File: src/rtl/rs_operand_fetch.sv
// rs_operand_fetch: reservation station that fetches source operands from the PRF/CDB and dispatches ready uops
// Ports:
//   clk, rst (sync, active-low)
//   alloc_*_i / alloc_ready_o      uop allocation from rename
//   ready_regs_i                   PRF per-register ready bits
//   requesting_o / requested_id_o  single-outstanding PRF read request
//   shared_cdb_*_i                 shared result/read-response broadcast
//   issue_*_o / issue_ready_i      dispatch to the FU
module rs_operand_fetch #(
  parameter int RS_DEPTH = 4,
  parameter int PRF_SIZE = 16,
  parameter int RETRY_CYCLES = 7,
  localparam int TW = $clog2(PRF_SIZE),
  localparam int IW = RS_DEPTH > 1 ? $clog2(RS_DEPTH) : 1,
  localparam int CW = $clog2(RETRY_CYCLES + 1)
) (
  input  logic                clk,
  input  logic                rst,
  input  logic                alloc_valid_i,
  output logic                alloc_ready_o,
  input  logic [2:0]          alloc_op_i,
  input  logic [TW-1:0]       alloc_src1_i,
  input  logic [TW-1:0]       alloc_src2_i,
  input  logic [TW-1:0]       alloc_dst_i,
  input  logic [PRF_SIZE-1:0] ready_regs_i,
  output logic                requesting_o,
  output logic [TW-1:0]       requested_id_o,
  input  logic                shared_cdb_transmit_i,
  input  logic [TW-1:0]       shared_cdb_id_i,
  input  logic [7:0]          shared_cdb_val_i,
  output logic                issue_valid_o,
  input  logic                issue_ready_i,
  output logic [2:0]          issue_op_o,
  output logic [7:0]          issue_a_o,
  output logic [7:0]          issue_b_o,
  output logic [TW-1:0]       issue_dst_o
);
  typedef enum logic {S_IDLE, S_WAIT} state_e;
  state_e st_q, st_d;
  logic [CW-1:0] cnt_q, cnt_d;
  logic [TW-1:0] pend_q, pend_d;
  logic [RS_DEPTH-1:0] busy_q;
  logic [1:0] have_q [RS_DEPTH];
  logic [2:0] op_q [RS_DEPTH];
  logic [TW-1:0] dst_q [RS_DEPTH];
  logic [TW-1:0] tag_q [RS_DEPTH][2];
  logic [7:0] val_q [RS_DEPTH][2];
  logic [IW-1:0] alloc_idx, iss_idx;
  logic iss_hit, req_hit;
  logic [TW-1:0] req_tag;
  function automatic logic cdb_hit(input logic [TW-1:0] t);
    return shared_cdb_transmit_i && shared_cdb_id_i == t;
  endfunction
  assign alloc_ready_o = |(~busy_q);
  // Scanning from the top down lets the lowest index win every selection.
  always_comb begin
    alloc_idx = '0;
    iss_idx = '0;
    iss_hit = 1'b0;
    req_hit = 1'b0;
    req_tag = '0;
    for (int i = RS_DEPTH - 1; i >= 0; i--) begin
      if (!busy_q[i]) alloc_idx = IW'(i);
      if (busy_q[i] && &have_q[i]) begin
        iss_hit = 1'b1;
        iss_idx = IW'(i);
      end
      for (int s = 1; s >= 0; s--)
        if (busy_q[i] && !have_q[i][s] && ready_regs_i[tag_q[i][s]] && !cdb_hit(tag_q[i][s])) begin
          req_hit = 1'b1;
          req_tag = tag_q[i][s];
        end
    end
  end
  // The counter counts WAIT cycles after the request cycle, so a re-request
  // lands exactly RETRY_CYCLES cycles after the original one.
  always_comb begin
    st_d = st_q;
    cnt_d = cnt_q;
    pend_d = pend_q;
    requesting_o = 1'b0;
    requested_id_o = '0;
    if (st_q == S_IDLE) begin
      if (req_hit) begin
        requesting_o = 1'b1;
        requested_id_o = req_tag;
        pend_d = req_tag;
        cnt_d = '0;
        st_d = S_WAIT;
      end
    end else begin
      cnt_d = cnt_q + 1'b1;
      if (cdb_hit(pend_q) || cnt_d == CW'(RETRY_CYCLES - 1)) st_d = S_IDLE;
    end
  end
  assign issue_valid_o = iss_hit;
  assign issue_op_o = iss_hit ? op_q[iss_idx] : '0;
  assign issue_a_o = iss_hit ? val_q[iss_idx][0] : '0;
  assign issue_b_o = iss_hit ? val_q[iss_idx][1] : '0;
  assign issue_dst_o = iss_hit ? dst_q[iss_idx] : '0;
  always_ff @(posedge clk) begin
    if (!rst) begin
      st_q <= S_IDLE;
      cnt_q <= '0;
      pend_q <= '0;
      busy_q <= '0;
      for (int i = 0; i < RS_DEPTH; i++) have_q[i] <= '0;
    end else begin
      st_q <= st_d;
      cnt_q <= cnt_d;
      pend_q <= pend_d;
      for (int i = 0; i < RS_DEPTH; i++)
        for (int s = 0; s < 2; s++)
          if (busy_q[i] && !have_q[i][s] && cdb_hit(tag_q[i][s])) begin
            have_q[i][s] <= 1'b1;
            val_q[i][s] <= shared_cdb_val_i;
          end
      if (alloc_valid_i && alloc_ready_o) begin
        busy_q[alloc_idx] <= 1'b1;
        op_q[alloc_idx] <= alloc_op_i;
        dst_q[alloc_idx] <= alloc_dst_i;
        tag_q[alloc_idx][0] <= alloc_src1_i;
        tag_q[alloc_idx][1] <= alloc_src2_i;
        have_q[alloc_idx] <= {cdb_hit(alloc_src2_i), cdb_hit(alloc_src1_i)};
        val_q[alloc_idx][0] <= shared_cdb_val_i;
        val_q[alloc_idx][1] <= shared_cdb_val_i;
      end
      if (issue_valid_o && issue_ready_i) busy_q[iss_idx] <= 1'b0;
    end
  end
endmodule
File: config.mk
export PLATFORM = sky130hd
export DESIGN_NAME = rs_operand_fetch
export DESIGN_NICKNAME = d
export VERILOG_FILES = /design/src/rtl/rs_operand_fetch.sv
export SDC_FILE = /design/constraint.sdc
export NUM_CORES = 1
export LEC_CHECK = 0
export BUFFER_PORTS_ARGS = -buffer_cell sky130_fd_sc_hd__buf_4
export CORE_MARGIN = 5
export CORE_UTILIZATION = 48
export CTS_BUF_LIST = sky130_fd_sc_hd__clkbuf_8 sky130_fd_sc_hd__clkbuf_16
export DETAILED_ROUTE_END_ITERATION = 16
export GPL_TIMING_DRIVEN = 1
export PLACE_DENSITY = 0.67
export SLEW_MARGIN = 20
export SYNTH_ARGS = -nofsm -noshare
export SYNTH_HDL_FRONTEND = slang
export SYNTH_SLANG_ARGS = --single-unit
File: constraint.sdc
create_clock -name clk -period 6.9 [get_ports clk]
set_clock_uncertainty 0.15 [all_clocks]
set_input_delay 0.345 -clock clk [delete_from_list [all_inputs] [get_ports clk]]
set_output_delay 0.345 -clock clk [all_outputs]
set_load 0.01 [all_outputs]
# Word-level counts from Yosys, hierarchy flattened
# Memory sizes are Yosys's and may differ from the RTL's.
# Index checks and enable logic that the tools add are counted.
# Widths: inputs -> output; s select.
dict set report classes {
  n_addsub 1
  n_lt_le_gt_ge 12
  n_eq_ne 12
  muxes 99
  bitwise_logic 13
  n_reduce_logical 75
}
# operator count
set op_table {}
lappend op_table {{$mux 1} 62}
lappend op_table {{$mux 4} 14}
lappend op_table {{$logic_and 1x1->1} 51}
lappend op_table {{$eq 4x4->1} 11}
lappend op_table {{$lt 4x5->1 const B} 8}
lappend op_table {{$bmux 1 s4} 8}
lappend op_table {{$logic_not 1->1} 16}
lappend op_table {{$mux 2} 8}
lappend op_table {{$mux 8} 2}
lappend op_table {{$reduce_and 2->1} 5}
lappend op_table {{$mux 3} 3}
lappend op_table {{$not 4->4} 2}
lappend op_table {{$or 1x1->1} 8}
lappend op_table {{$lt 2x3->1 const B} 2}
lappend op_table {{$and 4x4->4} 1}
lappend op_table {{$demux 1 s2} 2}
lappend op_table {{$ge 2x1->1 const B} 2}
lappend op_table {{$or 4x4->4} 1}
lappend op_table {{$reduce_or 4->1} 1}
lappend op_table {{$add 3x1->3 const B} 1}
lappend op_table {{$eq 3x3->1 const B} 1}
lappend op_table {{$reduce_bool 2->1} 1}
lappend op_table {{$logic_or 1x1->1} 1}
lappend op_table {{$not 1->1} 1}
dict set report totals {
  regBits 12
  ramBits 132
  elab_cells 221
  mem_count 5
}
# name words width read_ports rd_clocked_by_memory_dff write_ports line_no
set mem_list {}
lappend mem_list {val_q 4 16 1 0 5 47} ;# logic [7:0] val_q [RS_DEPTH][2];
lappend mem_list {tag_q 4 8 4 0 1 46} ;# logic [TW-1:0] tag_q [RS_DEPTH][2];
lappend mem_list {dst_q 4 4 1 0 1 45} ;# logic [TW-1:0] dst_q [RS_DEPTH];
lappend mem_list {op_q 4 3 1 0 1 44} ;# logic [2:0] op_q [RS_DEPTH];
lappend mem_list {have_q 4 2 4 0 5 43} ;# logic [1:0] have_q [RS_DEPTH];

# Depth between registers and ports, before layout
# An unclocked memory read counts as a cell.
dict set report logic_depth {
  word_depth 15
  ltp_mapped 10
  depth_no_buf 8
}

# Worst setup path before layout
# OpenSTA, ideal clock, no wires.
dict set report synth_path {
  kind {reg-to-output}
  start {memory tag_q[1][4] (netlist bit)}
  end {output requested_id_o[1]}
  arrival_time_ps 2778
  required_time_ps 6405
  slack_ps 3627
  path_stages_with_launch 11
  n_path_buf 2
  cell_sequence {edfxtp_1 > clkbuf_1 > mux4_2 > mux2i_1 > nor2_1 > o21a_1 > or4_4 > o31a_1 > buf_6 > o31ai_1 > nor2_1}
}
# item line_no
set synth_lines {}
lappend synth_lines {{start, declared} 46}
lappend synth_lines {{end, declared} 27} ;# output logic [TW-1:0] requested_id_o,

==> results.md <==
- Outcome: finished clean
- Slew Viols, Final: 0
- Ports: 78
- HPWL after DPL: 13800 um
- Synth area leaders: edfxtp_1 51%, mux4_2 8.9%, mux2i_1 5.3%, dfxtp_1 4.9%, a21oi_1 2.9%
- Synth Area in Compound Gates: 11.8%
- Post-CTS Setup Inserts: 0
- Fin crit share: 59.3%
- Post-synthesis mux area share: 15.9%
- Area growth syn-to-layout: 20.1%
- Skew-Pair Late Insertion Delay: 0.42 ns
- Final #Nets: 679
- Syn nets: 591
- Worst-Margin Slew: 0.888 ns
- First-pass GRT wire length: 31000 um
- Die Wd: 134 um
- Slew margin rel.: 40.8%
- Setup violators final: 0
- Int Pwr: 1.62 mW
- Cell area after synthesis: 7360 um2
- Switch share: 22.3%
- # DRC: 0
- Post-synthesis sequential area ratio: 56.3%
- # fillers: 1194
- CTS tree: yes
- Ant. Diodes: 0
- Prevailing post-synth register cell: edfxtp_1
- Inst Count DP: 783
- Cell Rows: 45
- Period minus WS final: 4.09 ns
- CP startpoint: tag_q[0][4]$_DFFE_PP_
- Switching power: 0.467 mW
- Initial Util: 48.6%
- Post-synth EDFFs: 126
- Routed len/inst: 24.1 um
- CTS buffer count: 17
- Max-cap viol count: 0
- Die H: 134 um
- Vias per cell: 6.43
- Reg2reg path depth: 7
- Required @ worst endpoint: 6.40 ns
- Root Buffer: clkbuf_16
- Port buffer count: 77
- Sequential Power Share: 47.5%
- Leakage: 3.31 nW
- Post-synth cell types: 62
- Crit start category: register
- Die area: 17900 um2
- Final GP Congestion: 1.02
- Max Buffers Root-to-Sink: 2
- Post-DRT Antenna Nets: 0
- Dpl ws: 3.28 ns
- Drt first-iter violations: 660
- YS warnings: 0
- Crit path to: requested_id_o[1]
- Largest net degree at the start of global routing: 47
- Setup ws final: 2.81 ns
- Yosys top cell by area: edfxtp_1
- Worst hold slack: 0.00237 ns
- Worst-path fanout max: 11
- Non-Filler Instances: 828
- Synthesized-area fraction occupied by adder cells: 0.340%
- FF-to-FF End: pend_q[3]$_SDFFE_PN0P_
- Hold crit path type: input pin to register
- Post-synth top area share: 51.4%
- RSZ-0062 raised after global routing: false
- GRT Overall Usage: 22.8%
- Cell breakdown of the critical path: mux4_2 > mux4_2 > o2111a_1 > or4_4 > o31a_1 > o31ai_1 > nor2_1 > buf_4
- Critical path capture point type: output pin
- GRT overflow: 0
- First-pass detailed-route iteration total: 5
- Async set or reset register ratio after synthesis: 0%
- Sum of negative setup slack: 0 ns
- Fmax: 244 MHz
- Largest family of logic cells by synthesized area: multiplexers
- Reg2Reg Launch Point: tag_q[0][4]$_DFFE_PP_
- Post-Synth XOR/XNOR Area: 5.00%
- Clock-pin slew on the worst setup and hold paths: 0.06 ns
- FF-to-FF setup slack: 3.48 ns
- Total core area: 15100 um2
- Clk pwr share: 43.0%
- Crit-path slowest cell: edfxtp_1
- Type of the worst setup path: register to output pin
- Worst Path Arrival: 3.60 ns
- Simple-gate share of the synthesized area: 8.14%
- Post-Syn Instances: 541
- Share of layout cells above drive strength 1: 24.1%
- Vias in the first global route: 5290
- Pwr dens: 236 nW/um2
- DR vias: 5323
- Cell repeated most along the worst path: mux4_2
- Routed Wire Length: 20000 um
- Htree depth: 4
- Syn_area_per_cell: 13.6 um2
- Comb power frac: 9.6%
- Worst path max stage delay: 0.56 ns
- Initial antenna violation count: 0
- Final hold vios: 0
- Worst hold start: alloc_src1_i[0]
- Clock sinks: 144
- FF+latch count, synth: 144
- Max VDD drop: 0.210 mV
==> stage by stage <==
step	total power [mW]	cell area [um2]	utilization, %
2_1_floorplan	1.12	7360	-
3_3_place_gp	1.20	8120	53.6
3_5_place_dp	1.20	8120	53.6
4_1_cts	2.10	8840	58.4
5_1_grt	2.16	8840	58.4
6_report	2.09	8840	58.4
==> power by group through the flow <==
stage,combinational (mW),clock [mW],sequential (mW)
after global placement,0.188,0,1.01
final,0.200,0.898,0.992
after detailed placement,0.191,0,1.01
after floorplan,0.117,0,0.999
after CTS,0.198,0.914,0.991
after global routing,0.216,0.946,0.993
==> cell type report <==
class | instances | area, um2 | share of cell area (%)
Sequential cell | 144 | 4140 | 46.9
Clock buffer | 17 | 425 | 4.81
Clock inverter | 13 | 148 | 1.67
Tap cell | 188 | 235 | 2.66
Timing Repair Buffer | 101 | 796 | 9.00
Inverter | 13 | 48.8 | 0.552
Multi-Input combinational cell | 352 | 3050 | 34.5
==> synth_stat cells (2+ instances only) <==
library cell	n
edfxtp_1	126
a21oi_1	42
mux2i_1	39
mux4_2	29
clkbuf_1	24
xor2_1	24
a221oi_1	23
nand2_1	21
dfxtp_1	18
xnor2_1	18
nand3_1	15
nor2_1	15
inv_1	13
nor3_1	11
o21ai_0	10
a311oi_1	7
nand2b_1	7
nor2b_1	7
and2_1	6
nand3b_1	5
or3_1	5
a31oi_1	4
mux4_1	4
nor4_1	4
o31ai_1	4
or2_2	4
and3_1	3
buf_1	3
buf_2	3
o211ai_1	3
a211oi_1	2
a21o_1	2
a41oi_1	2
buf_6	2
ha_1	2
mux2_2	2
nand4_1	2
nor3b_1	2
nor4b_1	2
o21a_1	2
o311a_4	2
o32ai_1	2
==> layer usage <==
layer / vias up / global-route usage (%) / routed length (um)
met5: - / 0 / 0
met4: 0 / 8.97 / 488
met3: 47 / 5.51 / 1770
met2: 268 / 34.4 / 9240
met1: 2664 / 32.0 / 8450
li1: 2344 / - / -
==> timing repair <==
item                                   in CTS  in global routing
hold buffers                               15                  0
endpoints found under the hold margin      66                  0
gates resized for setup                     0                  0
==> worst max-delay path, delay by kind of cell (launching register included) <==
| family | cells | cell delay (ns) |
|---|---|---|
| compound gates | 3 | 0.84 |
| mux | 2 | 1.06 |
| flops | 1 | 0.56 |
| simple gates | 2 | 0.55 |
| buf+inv | 1 | 0.15 |
==> flip-flops by register name (all words and copies together) (netlist names) <==
name,cells
dst_q,16
busy_q,4
cnt_q,3
have_q,8
tag_q,32
pend_q,4
st_q,1
op_q,12
val_q,64
==> kinds of logic (layout without fill, tap and decap cells) <==
logic type | Yosys count | in the layout
flip-flops | 144 | 144
AO/OA/AOI/OAI | 122 | 122
AND/OR/NAND/NOR | 112 | 112
multiplexers | 74 | 74
buffers and inverters | 45 | 144
XOR/XNOR | 42 | 42
adder cells (fa/ha/maj) | 2 | 2
==> how the worst min path moves through the flow <==
| stage | end | depth (start not counted) |
|---|---|---|
| 4_1_cts | val_q[1][3]$_DFFE_PP_ | 1 |
| 3_3_place_gp | pend_q[2]$_SDFFE_PN0P_ | 2 |
| 5_1_grt | tag_q[2][4]$_DFFE_PP_ | 1 |
| 2_1_floorplan | dst_q[0][0]$_DFFE_PP_ | 0 |
| 3_5_place_dp | pend_q[2]$_SDFFE_PN0P_ | 2 |
| 6_report | tag_q[0][4]$_DFFE_PP_ | 1 |
==> cell usage in the layout, fill, tap and decap left out, types with 5 or more instances in the layout <==
cell type,count
clkbuf_16,17
a311oi_1,7
o21ai_0,10
and2_1,6
nand3b_1,5
mux2i_1,39
nand3_1,15
buf_4,86
xor2_1,24
nor3_1,10
nand2b_1,7
mux4_2,29
a221oi_1,23
or3_1,5
edfxtp_1,126
dlygate4sd3_1,15
nor2b_1,7
inv_1,14
dfxtp_1,18
xnor2_1,18
nand2_1,21
a21oi_1,42
nor2_1,15
Power figures use the tool's default switching activity.
